<file path="config.mk">
export PLATFORM = sky130hd
export DESIGN_NAME = serial_input
export DESIGN_NICKNAME = d
export VERILOG_FILES = /design/src/rtl/serial_input.sv
export SDC_FILE = /design/constraint.sdc
export NUM_CORES = 1
export LEC_CHECK = 0
export ABC_AREA = 1
export CELL_PAD_IN_SITES_DETAIL_PLACEMENT = 1
export CELL_PAD_IN_SITES_GLOBAL_PLACEMENT = 2
export CORE_MARGIN = 4
export CORE_UTILIZATION = 29
export CTS_CLUSTER_DIAMETER = 40
export DETAILED_ROUTE_END_ITERATION = 16
export PLACE_DENSITY_LB_ADDON = 0.1
export SLEW_MARGIN = 5
export SYNTH_ARGS = -nofsm -noshare
export SYNTH_HDL_FRONTEND = slang
export SYNTH_SLANG_ARGS = --single-unit
</file>
<file path="constraint.sdc">
create_clock -name clk -period 3.56 [get_ports clk]
set_input_delay 0.712 -clock clk [delete_from_list [all_inputs] [get_ports clk]]
set_output_delay 0.712 -clock clk [all_outputs]
set_load 0.005 [all_outputs]
</file>
<file path="src/rtl/serial_input.sv">
// UART 8N1 receiver: oversamples the asynchronous rx line and presents each
// received byte as a 32-bit word on a stb/ack stream, with error pulses.
module serial_input #(
  parameter int CLOCK_FREQUENCY = 100000000,
  parameter int BAUD_RATE       = 115200
) (
  input  logic        clk,
  input  logic        rst,
  input  logic        rx,
  output logic [31:0] output_rs232_rx,
  output logic        output_rs232_rx_stb,
  input  logic        output_rs232_rx_ack,
  output logic        framing_error,
  output logic        overrun,
  output logic [2:0]  state_dbg
);

  localparam int DIVIDER = CLOCK_FREQUENCY / BAUD_RATE;
  localparam int HALF    = DIVIDER / 2;
  localparam int CW      = (DIVIDER > 2) ? $clog2(DIVIDER) : 1;
  localparam logic [CW-1:0] DIV_LAST  = CW'(DIVIDER - 1);
  localparam logic [CW-1:0] HALF_LAST = CW'(HALF - 1);

  typedef enum logic [2:0] {
    S_IDLE      = 3'd0,
    S_START     = 3'd1,
    S_DATA      = 3'd2,
    S_STOP      = 3'd3,
    S_WAIT_HIGH = 3'd4
  } state_t;

  // Stream handshake: a word moves on every rising edge where stb && ack;
  // the word is held stable while stb is high and no transfer happens.

  logic          rx_m;
  logic          rx_s;
  state_t        state;
  state_t        state_next;
  logic [CW-1:0] count;
  logic [CW-1:0] count_next;
  logic [2:0]    bit_index;
  logic [2:0]    bit_next;
  logic [7:0]    shift;
  logic [7:0]    shift_next;
  logic          deliver;
  logic          frame_bad;
  logic          transfer;
  logic          load;

  // Two-flop synchroniser; resets to the idle (high) line level.
  always_ff @(posedge clk) begin
    if (rst) begin
      rx_m <= 1'b1;
      rx_s <= 1'b1;
    end else begin
      rx_m <= rx;
      rx_s <= rx_m;
    end
  end

  always_ff @(posedge clk) begin
    if (rst) begin
      state     <= S_IDLE;
      count     <= '0;
      bit_index <= 3'd0;
      shift     <= 8'd0;
    end else begin
      state     <= state_next;
      count     <= count_next;
      bit_index <= bit_next;
      shift     <= shift_next;
    end
  end

  always_comb begin
    state_next = state;
    count_next = count + 1'b1;
    bit_next   = bit_index;
    shift_next = shift;
    deliver    = 1'b0;
    frame_bad  = 1'b0;
    case (state)
      S_IDLE: begin
        count_next = '0;
        if (!rx_s) state_next = S_START;
      end
      S_START: begin
        if (count == HALF_LAST) begin
          count_next = '0;
          if (!rx_s) begin
            bit_next   = 3'd0;
            state_next = S_DATA;
          end else begin
            state_next = S_IDLE;
          end
        end
      end
      S_DATA: begin
        if (count == DIV_LAST) begin
          count_next = '0;
          // LSB arrives first, so shift right and insert at the top.
          shift_next = {rx_s, shift[7:1]};
          bit_next   = bit_index + 3'd1;
          if (bit_index == 3'd7) state_next = S_STOP;
        end
      end
      S_STOP: begin
        if (count == DIV_LAST) begin
          count_next = '0;
          if (rx_s) begin
            deliver    = 1'b1;
            state_next = S_IDLE;
          end else begin
            frame_bad  = 1'b1;
            state_next = S_WAIT_HIGH;
          end
        end
      end
      S_WAIT_HIGH: begin
        count_next = '0;
        if (rx_s) state_next = S_IDLE;
      end
      default: begin
        count_next = '0;
        state_next = S_IDLE;
      end
    endcase
  end

  assign transfer = output_rs232_rx_stb && output_rs232_rx_ack;
  // A new byte may replace the pending word only if that word leaves this edge.
  assign load     = deliver && (!output_rs232_rx_stb || output_rs232_rx_ack);

  always_ff @(posedge clk) begin
    if (rst) begin
      output_rs232_rx     <= 32'd0;
      output_rs232_rx_stb <= 1'b0;
      framing_error       <= 1'b0;
      overrun             <= 1'b0;
    end else begin
      framing_error <= frame_bad;
      overrun       <= deliver && !load;
      if (load) begin
        output_rs232_rx     <= {24'd0, shift};
        output_rs232_rx_stb <= 1'b1;
      end else if (transfer) begin
        output_rs232_rx_stb <= 1'b0;
      end
    end
  end

  assign state_dbg = state;

endmodule

</file>
Word-level counts from Yosys, hierarchy flattened
Index checks and enable logic that the tools add are counted.
{"block": "word_totals", "reg_bits": 37, "inputBits": 4, "output_inout_bits": 38}
{"block": "classes", "add_sub_neg": 2, "n_eq_ne": 14, "muxes": 22, "n_bitwise": 2, "n_reduce_logical": 14}
{"op": "2-to-1 mux 3 bit", "n": 10}
{"op": "2-to-1 mux 10 bit", "n": 2}
{"op": "case mux 10 bit (2 select lines)", "n": 1}
{"op": "case mux 3 bit (5 select lines)", "n": 1}
{"op": "inequality test 2 bit (second input constant)", "n": 7}
{"op": "adder 10 x 1 -> 10 bit (second input constant)", "n": 1}
{"op": "== test 10 bit (second input constant)", "n": 1}
{"op": "== test 10 x 9 -> 1 bit (second input constant)", "n": 1}
{"op": "== test 3 x 2 -> 1 bit (second input constant)", "n": 2}
{"op": "== test 3 bit (second input constant)", "n": 2}
{"op": "2-to-1 mux 1 bit", "n": 6}
{"op": "case mux 3 bit (2 select lines)", "n": 1}
{"op": "AND reduction 6 bit", "n": 1}
{"op": "AND reduction 4 bit", "n": 1}
{"op": "nonzero test 2 bit", "n": 2}
{"op": "adder 3 x 1 -> 3 bit (second input constant)", "n": 1}
{"op": "== test 3 x 1 -> 1 bit (second input constant)", "n": 1}
{"op": "logical AND 1 bit", "n": 3}
{"op": "logical NOT 3 bit", "n": 1}
{"op": "OR reduction 3 bit", "n": 1}
{"op": "logical NOT 1 bit", "n": 2}
{"op": "2-to-1 mux 2 bit", "n": 1}
{"op": "inverter 1 bit", "n": 2}
{"op": "AND reduction 2 bit", "n": 1}
{"op": "2 further kinds", "n": 2}

Longest topological paths before layout
Gate-level depths: netlist (run 1).
{"block": "logic_depth", "depth_word": 6, "mapped_depth": 10, "mapped_depth_nobuf": 10}

Worst setup path before layout (run 1)
Ideal clock, no wire load.
{"block": "synth_timing", "path_kind": "input -> register", "startpoint": "input rst", "endpoint": "register count[4]", "t_arrival_ns": 1.375, "t_required_ns": 3.487, "path_slack_ns": 2.112, "cell_stages": 4, "path_buffers": 1, "cell_sequence": "clkbuf_1 -> nor3_1 -> nand2_2 -> nor3b_2"}
{"item": "from (decl)", "line_no": "8", "rtl": "input logic rst,"}
{"item": "to (signal assigned)", "line_no": "69", "rtl": "count <= count_next;"}
{"item": "to (decl)", "line_no": "39", "rtl": "logic [CW-1:0] count;"}

Worst setup path in the final report (run 1)
{"block": "layout_timing", "startpoint": "register state[2] (netlist: state_dbg[2])", "endpoint": "output state_dbg[2]"}
{"item": "from (decl)", "line_no": "37", "rtl": "state_t state;"}
{"item": "from (signal assigned)", "line_no": "68", "rtl": "state <= state_next;"}
{"item": "to (decl)", "line_no": "15", "rtl": "output logic [2:0] state_dbg"}
No word-level cell between the ends.

==> results of run 1 <==
-- how the worst max path moves through the flow --
stage	from	slack [ps]	end
floorplan	rst	2110	count[4]
global placement	rst	1410	shift[7]
detailed placement	rst	1340	bit_index[0]
CTS	state_dbg[2]	1410	state_dbg[2]
global route	state_dbg[2]	1360	state_dbg[2]
finish	state_dbg[2]	1430	state_dbg[2]
-- cell usage in the layout, fill, tap and decap left out, types with 5 or more instances in the layout --
cell             instances
conb_1                  24
clkdlybuf4s50_1         17
nand3_1                  9
dfxtp_1                 37
inv_1                   27
nand2_1                 43
a21oi_1                  8
o21ai_0                 11
clkbuf_8                 6
nor3_1                   5
nor2_1                  56
-- registers in the layout, indices dropped and copies added, names as in the netlist --
| register | count |
|---|---|
| count | 10 |
| output_rs232_rx | 8 |
| shift | 8 |
| bit_index | 3 |
| state_dbg | 3 |
| framing_error | 1 |
| output_rs232_rx_stb | 1 |
| overrun | 1 |
| rx_m | 1 |
| rx_s | 1 |
-- power by group through the flow --
stage	combinational (mW)	clock [mW]	sequential, mW
2_1_floorplan	0.0608	0	0.432
3_3_place_gp	0.0605	0	0.434
3_5_place_dp	0.0599	0	0.433
4_1_cts	0.0602	0.395	0.423
5_1_grt	0.0697	0.422	0.424
6_report	0.0598	0.382	0.423
-- metal layers --
layer  vias up  track usage (%)
met1       658             15.1
met4         0             4.60
met3         6             3.12
met5         -                0
met2        22             18.3
li1        760                -
-- through the flow --
stage | util (%) | total power [mW]
2_1_floorplan | - | 0.493
3_3_place_gp | 32.9 | 0.494
3_5_place_dp | 32.9 | 0.493
4_1_cts | 34.8 | 0.878
5_1_grt | 34.8 | 0.916
6_report | 34.8 | 0.865
-- worst reg2reg max path, cell delays in order (launching register included) --
cell and delay, ps:
dfxtp_1 410, ha_1 230, nand2_1 80, nor2_1 130, nand2_2 130, nor2_2 390, inv_1 240, nor2_1 140
nor2_1 60
-- final cells by class --
| cell class | instances | area, um2 | share of cell area, % |
|---|---|---|---|
| clock inverter | 1 | 30.0 | 1.44 |
| clock buffer | 7 | 86.3 | 4.14 |
| timing repair buffer | 17 | 170 | 8.16 |
| multi-input combinational | 180 | 855 | 41.0 |
| inverter | 29 | 109 | 5.22 |
| tap | 75 | 93.8 | 4.50 |
| sequential | 37 | 741 | 35.5 |
-- cell families (layout without fill, tap and decap cells) --
kind of cell	Yosys count	in the layout	synth area share [%]
buffers and inverters	57	54	17.0
DFF	37	37	40.7
AOI/OAI and AO/OA	21	21	6.13
adders and majority gates	4	4	2.75
other	1	24	0.206
and+or+nand+nor	126	126	30.8
xor gates and xnor gates	5	5	2.41
==> out/qor.txt, run 1 <==
Run status: finished clean
Hold_ws: 413 ps
Initial Utilization: 30.3%
R2R Setup Slk: 1650 ps
Initial antenna violation count: 0
Clock share of power: 44.2%
Worst skew pair latency: 290 ps
Sequential power share: 48.9%
Cells after Synth: 251
Relative slew margins: 66.2%
# Max-Cap Violations: 0
Clock sinks: 37
N_diodes: 0
I/O pin total: 42
CTS tree: yes
Crit path required time: 2850 ps
Peak Freq: 0.470 GHz
Wire length per cell: 11.5 um
Clk buf depth: 2
Fraction of registers with async set/reset: 0%
Top-area cell type share of the netlist area: 40.7%
Final setup margin: 1430 ps
Placed Instances: 338
Slowest stage delay, CP: 580 ps
Worst reg2reg endpoint: shift[0]
Uppermost layer routed: met4
Synth area leader: dfxtp_1
Die Y: 87.2 um
Worst hold path type: reg2reg
Mean Syn Cell Area: 7.24 um2
Clock slew at reported path FFs: 80 ps
Max IR drop VDD: 0.171 mV
Reg2reg path depth: 8
Hold Path Sink: rx_s
Port Buffers: 17
Worst min-delay path startpoint: rx_m
Starting DRC count in detailed routing: 45
Critical path buffer and inverter count: 1
Worst path depth: 1
Met1 WL: 1930 um
Comb power frac: 6.9%
Area contributors post-synth: dfxtp_1 (41%), nor2_1 (12%), buf_4 (10%)
Final instance count without filler cells: 346
1st-pass router iterations: 4
Post-DP Area: 1970 um2
Pint: 666 uW
CP max FO: 9
Critical-path cell with the highest stage delay: clkdlybuf4s50_1
Post-cts resize count: 0
P_leak: 0.926 nW
Core region area: 5990 um2
Most frequent cell after synthesis: nor2_1
Share of cells above drive strength 1: 7.75%
TNS Setup: 0 ps
Min cycle time layout: 2130 ps
Crit. End Element: primary output
Worst Max-Slew Pin Slew: 506 ps
Post-Syn Area: 1820 um2
Tcrit/Tclk final: 59.8%
Placement Setup Slack: 1340 ps
Worst clock skew: 5.01 ps
Synth-to-Final Area Change: 14.7%
Post-Layout Inst Area: 2080 um2
Final WL: 3990 um
Crit-path cells: clkdlybuf4s50_1
Pwr/cell area: 415 nW/um2
Final net count: 278
Ys Warns: 0
RSZ-0062 raised after global routing: false
Post-synth EDFFs: 0
P_sw: 199 uW
Largest net degree at the start of global routing: 19
Crit path DAT: 1420 ps
Vias in the first global route: 1402
Detailed placer's ending HPWL: 2960 um
Final GP Congestion: 0.705
Post-CTS Hold Buffers: 0
Sequential-to-total area share from yosys stat: 40.7%
Grt ovf: 0
DIE AREA: 7600 um2
Final antenna-violating net count: 0
Post-synthesis sequential element count: 37
Startpoint types: flip-flop
Hold Violations, Final: 0
# fillers: 747
Vias per cell: 4.18
Die X: 87.2 um
Crit Path Class: reg2out
Row count: 28
Met3 WL post-DR: 134 um
Synth cell count leaders: nor2_1 (56), nand2_1 (43), dfxtp_1 (37)
Drt drc: 0
Setup Buffers After CTS: 0
Total global-route track usage: 11.6%
First-pass GRT wire length: 6780 um
Post-synth cell types: 27
Crit path max-delay family: buffers and inverters
Most used flip-flop cell after synthesis: dfxtp_1
Vias: 1446
Met2 WL: 1880 um
Reg-to-reg startpoint: count[0]
CTS Buf Count: 5
Clk Tree Root Cell: clkbuf_8
Sw Ratio: 23.0%
Hold Crit Depth: 1
H-tree levels: 2
Slew Viols, Final: 0
Setup-failing EPs final: 0
Note: power is estimated with default switching activity, not from simulation.
==> inputs of run 2 (changes only) <==
CORE_UTILIZATION = 27   (was 29)
clock period = 2.05 ns   (was 3.56 ns; I/O delays follow)
==> run 2 against run 1 <==
Compared with the run above: clock skew grew 3.2 ps; critical path type unchanged; sequential power grew 74%; first-iteration DRC count shrank 8.9%; register-to-register slack lost 1300 ps.
==> out/qor.txt, run 2 (synthesis gave the netlist of run 1 again) <==
Run status: finished clean
Crit-path cells: clkdlybuf4s50_1
Core region area: 6460 um2
Reg-to-reg startpoint: count[0]
Final setup margin: 220 ps
Worst clock skew: 8.23 ps
Detailed placer's ending HPWL: 3020 um
Pwr/cell area: 713 nW/um2
Drt drc: 0
Hold_ws: 413 ps
Critical path buffer and inverter count: 1
CTS tree: yes
Worst min-delay path startpoint: rx_m
Die X: 90.1 um
1st-pass router iterations: 4
GR peak layer: met2
Clock sinks: 37
Worst skew pair latency: 290 ps
First-pass GRT wire length: 6920 um
Worst path depth: 1
TNS Setup: 0 ps
Clk buf depth: 2
Setup Buffers After CTS: 0
Vias: 1445
Share of cells above drive strength 1: 8.42%
Commonest non-fill, non-tap cells in the layout: nor2_1 (56), nand2_1 (43), dfxtp_1 (37)
Port Buffers: 17
Hold Violations, Final: 0
Vias per cell: 4.13
Crit path max-delay family: buffers and inverters
RSZ-0062 raised after global routing: false
Crit path required time: 1640 ps
Pint: 1.16 mW
I/O pin total: 42
DIE AREA: 8110 um2
CP max FO: 9
Final net count: 280
Commonest non-fill, non-tap cell in the layout: nor2_1
Row count: 29
Wire length per cell: 11.5 um
Synth-to-Final Area Change: 15.6%
Worst hold path type: reg2reg
Register with the most flip-flops: count
Worst setup path startpoint: state_dbg[2]
Initial antenna violation count: 0
Total global-route track usage: 10.5%
Post-cts resize count: 0
Max FFs per register: 10
Placed Instances: 342
Vias in the first global route: 1434
CTS Buf Count: 5
Min cycle time layout: 1830 ps
Grt met2 use: 17.1%
H-tree levels: 2
Final instance count without filler cells: 350
Starting DRC count in detailed routing: 41
Worst Max-Slew Pin Slew: 525 ps
Die Y: 90.1 um
Largest regs: count: 10 flops, output_rs232_rx: 8 flops, shift: 8 flops
Clock share of power: 43.9%
Sequential power share: 49.0%
Grt ovf: 0
Slowest stage delay, CP: 580 ps
Crit. End Element: primary output
Relative slew margins: 65.0%
Placement Setup Slack: 253 ps
Critical-path cell with the highest stage delay: clkdlybuf4s50_1
Final antenna-violating net count: 0
Crit Path Class: reg2out
P_leak: 0.936 nW
P_sw: 341 uW
N_diodes: 0
R2R Setup Slk: 380 ps
# Max-Cap Violations: 0
Crit path DAT: 1420 ps
Post-DP Area: 1990 um2
Initial Utilization: 28.1%
Tcrit/Tclk final: 89.3%
Final WL: 4030 um
Max IR drop VDD: 0.240 mV
Clock slew at reported path FFs: 70 ps
Sw Ratio: 22.7%
Post-CTS Hold Buffers: 0
Slew Viols, Final: 0
Setup-failing EPs final: 0
Final GP Congestion: 0.727
Post-Layout Inst Area: 2100 um2
Hold Crit Depth: 1
Design Power: 1.50 mW
Reg2reg path depth: 9
Final core occ: 32.5%
Comb power frac: 7.1%
Startpoint types: flip-flop
Peak Freq: 0.546 GHz
Met3 GRT Util: 2.50%
Clk Tree Root Cell: clkbuf_8
GR met1 Demand/Resource: 13.6%
Largest net degree at the start of global routing: 19
==> run 2: routing by layer <==
layer | wire, um | up-vias | share of wire (%)
li1 | - | 763 | -
met1 | 1930 | 654 | 48
met2 | 1910 | 24 | 47
met3 | 146 | 4 | 3.6
met4 | 46 | 0 | 1.1
met5 | 0 | - | 0
==> run 2: area by class of cell <==
| class | count | area, um2 |
|---|---|---|
| clock buffers | 7 | 86.3 |
| clock inverters | 1 | 30.0 |
| fillers | 816 | 4360 |
| inverters | 29 | 109 |
| multi-input cells | 180 | 855 |
| flip-flops and latches | 37 | 741 |
| well taps | 77 | 96.3 |
| repair buffers | 19 | 185 |
==> run 2: final timing paths <==
| path | end |
|---|---|
| max | state_dbg[2] |
| min | rx_s |
| max reg2reg | state_dbg[1] |
| min reg2reg | rx_s |
==> run 2: power groups by stage <==
stage	Clock [mW]	Sequential (mW)	Combinational, mW
6_report	0.658	0.735	0.106
5_1_grt	0.728	0.737	0.124
4_1_cts	0.692	0.735	0.108
2_1_floorplan	0	0.750	0.106
3_3_place_gp	0	0.752	0.108
3_5_place_dp	0	0.752	0.107
